[src/rtl/cpu_pkg.sv]
// Machine-wide sizing shared by rename, the free list and the unified issue queue.
package cpu_pkg;
  localparam int NUM_PREGS = 64;
  localparam int NUM_AREGS = 32;
  localparam int TAG_W     = $clog2(NUM_PREGS);
  localparam int FL_DEPTH  = NUM_PREGS - NUM_AREGS;

  typedef logic [TAG_W-1:0] ptag_t;
endpackage

[src/rtl/fl_ptr_inc.sv]
// Circular-buffer pointer advance by 0, 1 or 2 entries, wrapping at DEPTH.
module fl_ptr_inc #(
  parameter int DEPTH = 32,
  parameter int PW    = $clog2(DEPTH)
) (
  input  logic [PW-1:0] ptr,
  input  logic [1:0]    inc,
  output logic [PW-1:0] nxt
);
  logic [PW:0] sum;

  always_comb begin
    sum = {1'b0, ptr} + {{(PW-1){1'b0}}, inc};
    if (sum >= (PW+1)'(DEPTH)) nxt = PW'(sum - (PW+1)'(DEPTH));
    else                       nxt = sum[PW-1:0];
  end
endmodule

[src/rtl/phys_reg_free_list.sv]
// Physical tag free list: one allocation per cycle to rename, up to two
// reclaims per cycle from commit, with a sticky flag for dropped releases.
module phys_reg_free_list
  import cpu_pkg::*;
(
  input  logic             clk,
  input  logic             rstn,
  input  logic             alloc_req,
  output logic [TAG_W-1:0] alloc_tag,
  output logic             alloc_valid,
  output logic             stall_out,
  input  logic             rel0_valid,
  input  logic [TAG_W-1:0] rel0_tag,
  input  logic             rel1_valid,
  input  logic [TAG_W-1:0] rel1_tag,
  output logic [TAG_W-1:0] free_count,
  output logic             overflow_err
);
  localparam int PW = $clog2(FL_DEPTH);
  localparam int CW = $clog2(FL_DEPTH + 1);

  ptag_t [FL_DEPTH-1:0] fl;
  logic [PW-1:0] head, tail, head_nxt, tail_nxt, tail_p1;
  logic [CW-1:0] count, count_pop, space;
  logic          pop, v0, v1, acc0, acc1, drop;
  logic [1:0]    n_acc;

  assign alloc_valid = (count != '0);
  assign alloc_tag   = fl[head];
  assign stall_out   = alloc_req & ~alloc_valid;
  assign free_count  = TAG_W'(count);
  assign pop         = alloc_req & alloc_valid;

  // Room for releases is judged after this cycle's pop; p0 is never reclaimed.
  always_comb begin
    count_pop = count - CW'(pop);
    space     = CW'(FL_DEPTH) - count_pop;
    v0        = rel0_valid & (rel0_tag != '0);
    v1        = rel1_valid & (rel1_tag != '0);
    acc0      = v0 & (space != '0);
    acc1      = v1 & (acc0 ? (space >= CW'(2)) : (space != '0));
    n_acc     = {1'b0, acc0} + {1'b0, acc1};
    drop      = (v0 & ~acc0) | (v1 & ~acc1);
  end

  fl_ptr_inc #(.DEPTH(FL_DEPTH)) u_head_inc (.ptr(head), .inc({1'b0, pop}), .nxt(head_nxt));
  fl_ptr_inc #(.DEPTH(FL_DEPTH)) u_tail_inc (.ptr(tail), .inc(n_acc),       .nxt(tail_nxt));
  fl_ptr_inc #(.DEPTH(FL_DEPTH)) u_tail_p1  (.ptr(tail), .inc(2'd1),        .nxt(tail_p1));

  always_ff @(posedge clk or negedge rstn) begin
    if (!rstn) begin
      for (int i = 0; i < FL_DEPTH; i++) fl[i] <= ptag_t'(NUM_AREGS + i);
      head         <= '0;
      tail         <= '0;
      count        <= CW'(FL_DEPTH);
      overflow_err <= 1'b0;
    end else begin
      // A lone slot-1 release packs into the tail slot, not tail+1.
      if (acc0) fl[tail] <= rel0_tag;
      if (acc1) fl[acc0 ? tail_p1 : tail] <= rel1_tag;
      head  <= head_nxt;
      tail  <= tail_nxt;
      count <= count_pop + CW'(n_acc);
      if (drop) overflow_err <= 1'b1;
    end
  end
endmodule

[config.mk]
export PLATFORM = sky130hd
export DESIGN_NAME = phys_reg_free_list
export DESIGN_NICKNAME = d
export VERILOG_FILES = /design/src/rtl/cpu_pkg.sv /design/src/rtl/fl_ptr_inc.sv /design/src/rtl/phys_reg_free_list.sv
export SDC_FILE = /design/constraint.sdc
export NUM_CORES = 1
export LEC_CHECK = 0
export CELL_PAD_IN_SITES_DETAIL_PLACEMENT = 0
export CELL_PAD_IN_SITES_GLOBAL_PLACEMENT = 1
export CORE_MARGIN = 2
export CORE_UTILIZATION = 40
export DETAILED_ROUTE_END_ITERATION = 8
export GPL_ROUTABILITY_DRIVEN = 0
export PLACE_DENSITY_LB_ADDON = 0.2
export SKIP_CTS_REPAIR_TIMING = 1
export SYNTH_ARGS = -nofsm -noshare
export SYNTH_HDL_FRONTEND = slang
export SYNTH_SLANG_ARGS = --single-unit
export TNS_END_PERCENT = 10
[constraint.sdc]
create_clock -name clk -period 5.25 [get_ports clk]
set_input_delay 0.525 -clock clk [delete_from_list [all_inputs] [get_ports clk]]
set_output_delay 0.525 -clock clk [all_outputs]
set_load 0.02 [all_outputs]
# == Word level (Yosys, flattened, before mapping) ==
# Index checks and enable logic that the tools add are counted.
# Widths: inputs -> output; s select.
# totals
in_bits,17
word_cells,88
regBits,209
latch_bits,0
memories,0
output_inout_bits,15
romBits,0
mem_bits_rw,0
# classes
div_mod_pow,0
n_eq_ne,0
n_mux,15
bitwise,12
shifts,0
order_cmp,9
multipliers,0
add_sub_neg,10
n_reduce_logical,6
# ops
operator,count
$bwmux 192,2
$mux 192,2
$demux 6 s5,2
$bmux 6 s5,1
$reduce_bool 6->1,4
$mux 5,4
$ge 6x6->1 const B,3
$lt 5x6->1 const B,3
$mux 6,3
$sub 5x1->5 const B,3
$ge 5x1->1 const B,2
$and 1x1->1,8
$add 5x1->6,1
$add 5x1->6 const B,1
$add 5x2->6,1
$add 6x2->6,1
$ge 6x2->1 const B,1
$sub 6x1->6,1
$sub 6x6->6 const A,1
$not 1->1,3
$add 1x1->2,1
$logic_and 1x1->1,2
$mux 1,1
$or 1x1->1,1

# == Longest topological paths before layout ==
# logic_depth
ltp_word,13
depth_mapped,20
mapped_depth_nobuf,17

# == Modules after synthesis ==
# A second synthesis with hierarchy kept.
# hier_totals
hier_cells,1016
hier_area_um2,13912.1
# modules_own_cells
mod,instances,cells_each,area_per_inst_um2,seq_area_each_um2
phys_reg_free_list,1,971,13559.3,5371.4
fl_ptr_inc,3,15,117.6,0.0

# == Worst setup path after synthesis ==
# Ideal clock, no wire load.
# synth_path
kind,register -> register
start,"register count[2], in the netlist free_count[2]"
end,"register count[4], in the netlist free_count[4]"
path_stages_with_launch,21
t_arrival_ns,4.645
synth_period_minus_slack_ns,4.770
setup_time_ns,0.125
n_path_buf,4
required_ns,5.125
path_slack_ns,0.480
path_cell_list,dfrtp_1 -> buf_2 -> nor4_1 -> a21oi_1 -> ha_1 -> ha_1 -> or2_2 -> a2111oi_0 -> o221ai_1 -> and3_1 -> buf_2 -> buf_6 -> buf_2 -> ha_1 -> ha_1 -> ha_1 -> nor2_1 -> nor2_1 -> a2111oi_0 -> nor2_1 -> xnor2_1
# synth_via
elab_chain_cells,10
word_cells_on_any_way,11
cone_classes,add/sub (4); order compare (1); mux (1); bitwise (3); reduce/logical (2)
# synth_rtl
item,line_no,source
start: declaration,phys_reg_free_list.sv:24,"logic [CW-1:0] count, count_pop, space;"
start signal: assignment,phys_reg_free_list.sv:55,count <= CW'(FL_DEPTH);
start signal: assignment,phys_reg_free_list.sv:63,count <= count_pop + CW'(n_acc);
$reduce_bool 6->1,phys_reg_free_list.sv:28,assign alloc_valid = (count != '0);
$and 1x1->1,phys_reg_free_list.sv:32,assign pop = alloc_req & alloc_valid;
$sub 6x1->6 *,phys_reg_free_list.sv:36,count_pop = count - CW'(pop);
"parallel branches: the longest is 6 deep, another holds $sub 6x6->6",--,
$add 6x2->6 *,phys_reg_free_list.sv:63,
# Mark *: on every way between the ends.
# A chain may end at the register's enable or synchronous reset.

# == Worst setup path in the final report ==
# Same ends and word-level chain as after synthesis.

==> flow_summary.json <==
{
  "pre_cts_ws_ns": 0.4386,
  "cts.clk_slew.worst_paths_ns": 0.06,
  "crit_path_end_kind": "register",
  "synth-compound-area-share_pct": 3.379,
  "grt_pass1_vias": 8509,
  "rows": 66,
  "ir_drop_mv": 0.3423,
  "vias": 8568,
  "setup_ws_ns": 0.4895,
  "status": "completed",
  "rsz0062_at_grt": "no",
  "yosysSeqAreaShare_pct": 41.33,
  "cts_buffer_depth": 3,
  "cap_violations": 0,
  "clkSinkCount": 209,
  "synthDistinctLibCells": 60,
  "n_antenna_cell": 0,
  "yosysWarnings": 0,
  "synth.top_cells.by_area": "mux2_2 26%, dfstp_2 23%, dfrtp_1 18%, mux4_2 10%, mux2i_1 3.5%",
  "worst_r2r_startpoint": "free_count[2]",
  "routed_wl_um": 37810,
  "min_period_ns": 4.761,
  "clk_latency_ns": 0.54,
  "dp_hpwl_um": 24430,
  "relSlewSlack_pct": 39.83,
  "syn_nets": 1034,
  "p_leak_nw": 5.943,
  "firstDrtPassIters": 6,
  "p_seq_share_pct": 34.9,
  "yosys-top-cells-count": "301 x mux2_2, 113 x dfstp_2, 96 x dfrtp_1, 60 x mux4_2, 58 x clkbuf_1",
  "final-seq-area_um2": 5376,
  "switchingPower_mw": 3.528,
  "die-width_um": 184.3,
  "multi_input_area_um2": 7262,
  "p_comb_share_pct": 48.0,
  "wl_met1_um": 17830,
  "cts-buffers-inserted": 25,
  "p_int_mw": 6.059,
  "ioPinCount": 32,
  "grt_pass1_wl_um": 57400,
  "synthAdderAreaFrac_pct": 1.637,
  "finalSetupViolations": 0,
  "path_max_fanout": 10,
  "synth_mux_area_share_pct": 40.71,
  "crit_required_ns": 5.66,
  "clock_skew_ns": 0.02215,
  "power_mw": 9.587,
  "drive_gt1_share_pct": 56.82,
  "die_y_um": 184.3,
  "drtIter0Drc": 549,
  "synth-async-reset-ratio_pct": 100.0,
  "coreArea_um2": 32290,
  "wl_per_cell_um": 25.64,
  "synth_edf_count": 0,
  "powerDensity_nw_per_um2": 654.4,
  "synthSimpleGateAreaFrac_pct": 8.722,
  "slowest_stage": "a2111oi_0",
  "syn_inst": 1000,
  "synth_top_area_cell": "mux2_2",
  "root_buffer": "clkbuf_16",
  "hold_viol_final": 0,
  "path_cells": "nor4_1, a21oi_1, ha_1, ha_1, or2_2, a2111oi_0, o22ai_1, a21oi_2, nor2_2, ha_1, ha_1, ha_1, nor2_1, nor2_1, a2111oi_0, nor2_1, xnor2_1",
  "io_buffers": 31,
  "synth.top_cell.area_share_pct": 26.08,
  "ys_seq_elements": 209,
  "dr_wl_met2_um": 17260,
  "synthesis.area_um2": 13000,
  "max_stage_delay_ns": 0.58,
  "setup_tns_ns": 0,
  "top_layer_used": "met4",
  "fin_nets": 1049,
  "grt_overflow": 0,
  "cts_htree_levels": 1,
  "swShare_pct": 36.80,
  "ant_nets": 0,
  "synth_xor_xnor_area_share_pct": 1.213,
  "fin_crit_sh_pct": 90.68,
  "drc_errors": 0,
  "crit_path_frequent_cell": "ha_1",
  "synth.avg_cell_area_um2": 13.00,
  "critPathLaunchType": "register",
  "fill_cells": 2906,
  "grt_antenna_before_repair": 0,
  "drv_slew": 0,
  "grt_max_degree": 109,
  "critical_path_arrival_ns": 5.17,
  "cts_tree": "built",
  "viasPerCell": 5.809,
  "met3RoutedLength_um": 2017,
  "path_class": "reg2reg",
  "hp-class": "in2async",
  "timing.critical_path.from": "free_count[2]",
  "initial_core_util_pct": 40.25,
  "area_delta_synth_final_pct": 12.73,
  "worst_pin_slew_ns": 0.9026,
  "groute.usage.overall_pct": 22.86,
  "clkPwrFrac_pct": 17.1,
  "timing.fmax_mhz": 210.1,
  "yosysMostFrequentCell": "mux2_2",
  "synth-main-ff-cell": "dfstp_2",
  "synth_top_family_by_area": "multiplexers",
  "die_area_um2": 33950
}
[critical path: cells and delay by family (launching register included)]
kind,cells,cell delay (ns)
xor+xnor,1,0.13
flops,1,0.49
fa+ha+maj,5,1.23
simple gates,6,1.24
compound gates,5,1.54
[sequential cells by signal, indices dropped and copies added (netlist names)]
name / count
fl: 192
tail: 5
head: 5
free_count: 6
overflow_err: 1
[layout by cell type, fill, tap and decap left out, types with 6 or more instances in the layout]
master / instances
and3_1: 7
buf_4: 38
clkbuf_1: 11
clkbuf_16: 25
clkbuf_8: 6
clkdlybuf4s50_1: 30
dfrtp_1: 94
dfstp_2: 113
ha_1: 17
inv_1: 11
mux2_1: 8
mux2_2: 301
mux2i_1: 45
mux4_2: 60
nand2_1: 15
nand3_1: 34
nand3_2: 14
nand4_1: 45
nor2_1: 18
nor3_1: 6
o21ai_0: 43
xnor2_1: 13
[final timing paths]
| path | end | slack [ns] | cells past startpoint |
|---|---|---|---|
| min | free_count[0] | 0.08 | 1 |
| max in group asynchronous | fl[190] | 4.03 | 2 |
| min reg2reg | overflow_err | 0.49 | 1 |
| min in group clk | overflow_err | 0.49 | 1 |
| max | free_count[4] | 0.49 | 17 |
| max reg2reg | free_count[4] | 0.49 | 17 |
[stage by stage]
step	utilization (%)	hold slack (ns)	std cells	cell area, µm²
after floorplan	-	0.2294	1000	13000
after global placement	43.02	0.4747	1430	13890
after detailed placement	43.02	0.4793	1430	13890
after CTS	45.37	0.1233	1475	14650
after global routing	45.37	0.1369	1475	14650
final	45.37	0.07528	1475	14650
[per-layer routing]
metal | track usage, % | vias to the layer above
met5 | 0 | -
met4 | 5.216 | 0
met3 | 3.675 | 49
met2 | 35.55 | 229
met1 | 33.48 | 4433
li1 | - | 3857
[kinds of logic (layout without fill, tap and decap cells)]
family,Yosys count,after routing
AO/OA/AOI/OAI,68,68
XOR/XNOR,18,18
adder cells (fa/ha/maj),17,17
buffers and inverters,95,128
flip-flops,209,209
multiplexers,415,415
AND/OR/NAND/NOR,178,178
[final cells by class]
class | instances | area share (%)
timing repair buffer | 72 | 4.501
multi-input combinational | 696 | 49.57
tap | 442 | 3.775
clock inverter | 4 | 0.1537
inverter | 11 | 0.2818
clock buffer | 41 | 5.022
sequential | 209 | 36.70
[power by group through the flow]
stage	clock, mW	sequential [mW]	combinational, mW
5_1_grt	1.77	3.46	4.90
3_3_place_gp	0	3.35	4.52
4_1_cts	1.68	3.35	4.58
2_1_floorplan	0	2.99	3.45
3_5_place_dp	0	3.37	4.57
6_report	1.64	3.34	4.60
No activity file was read; power rests on OpenSTA's default activity.
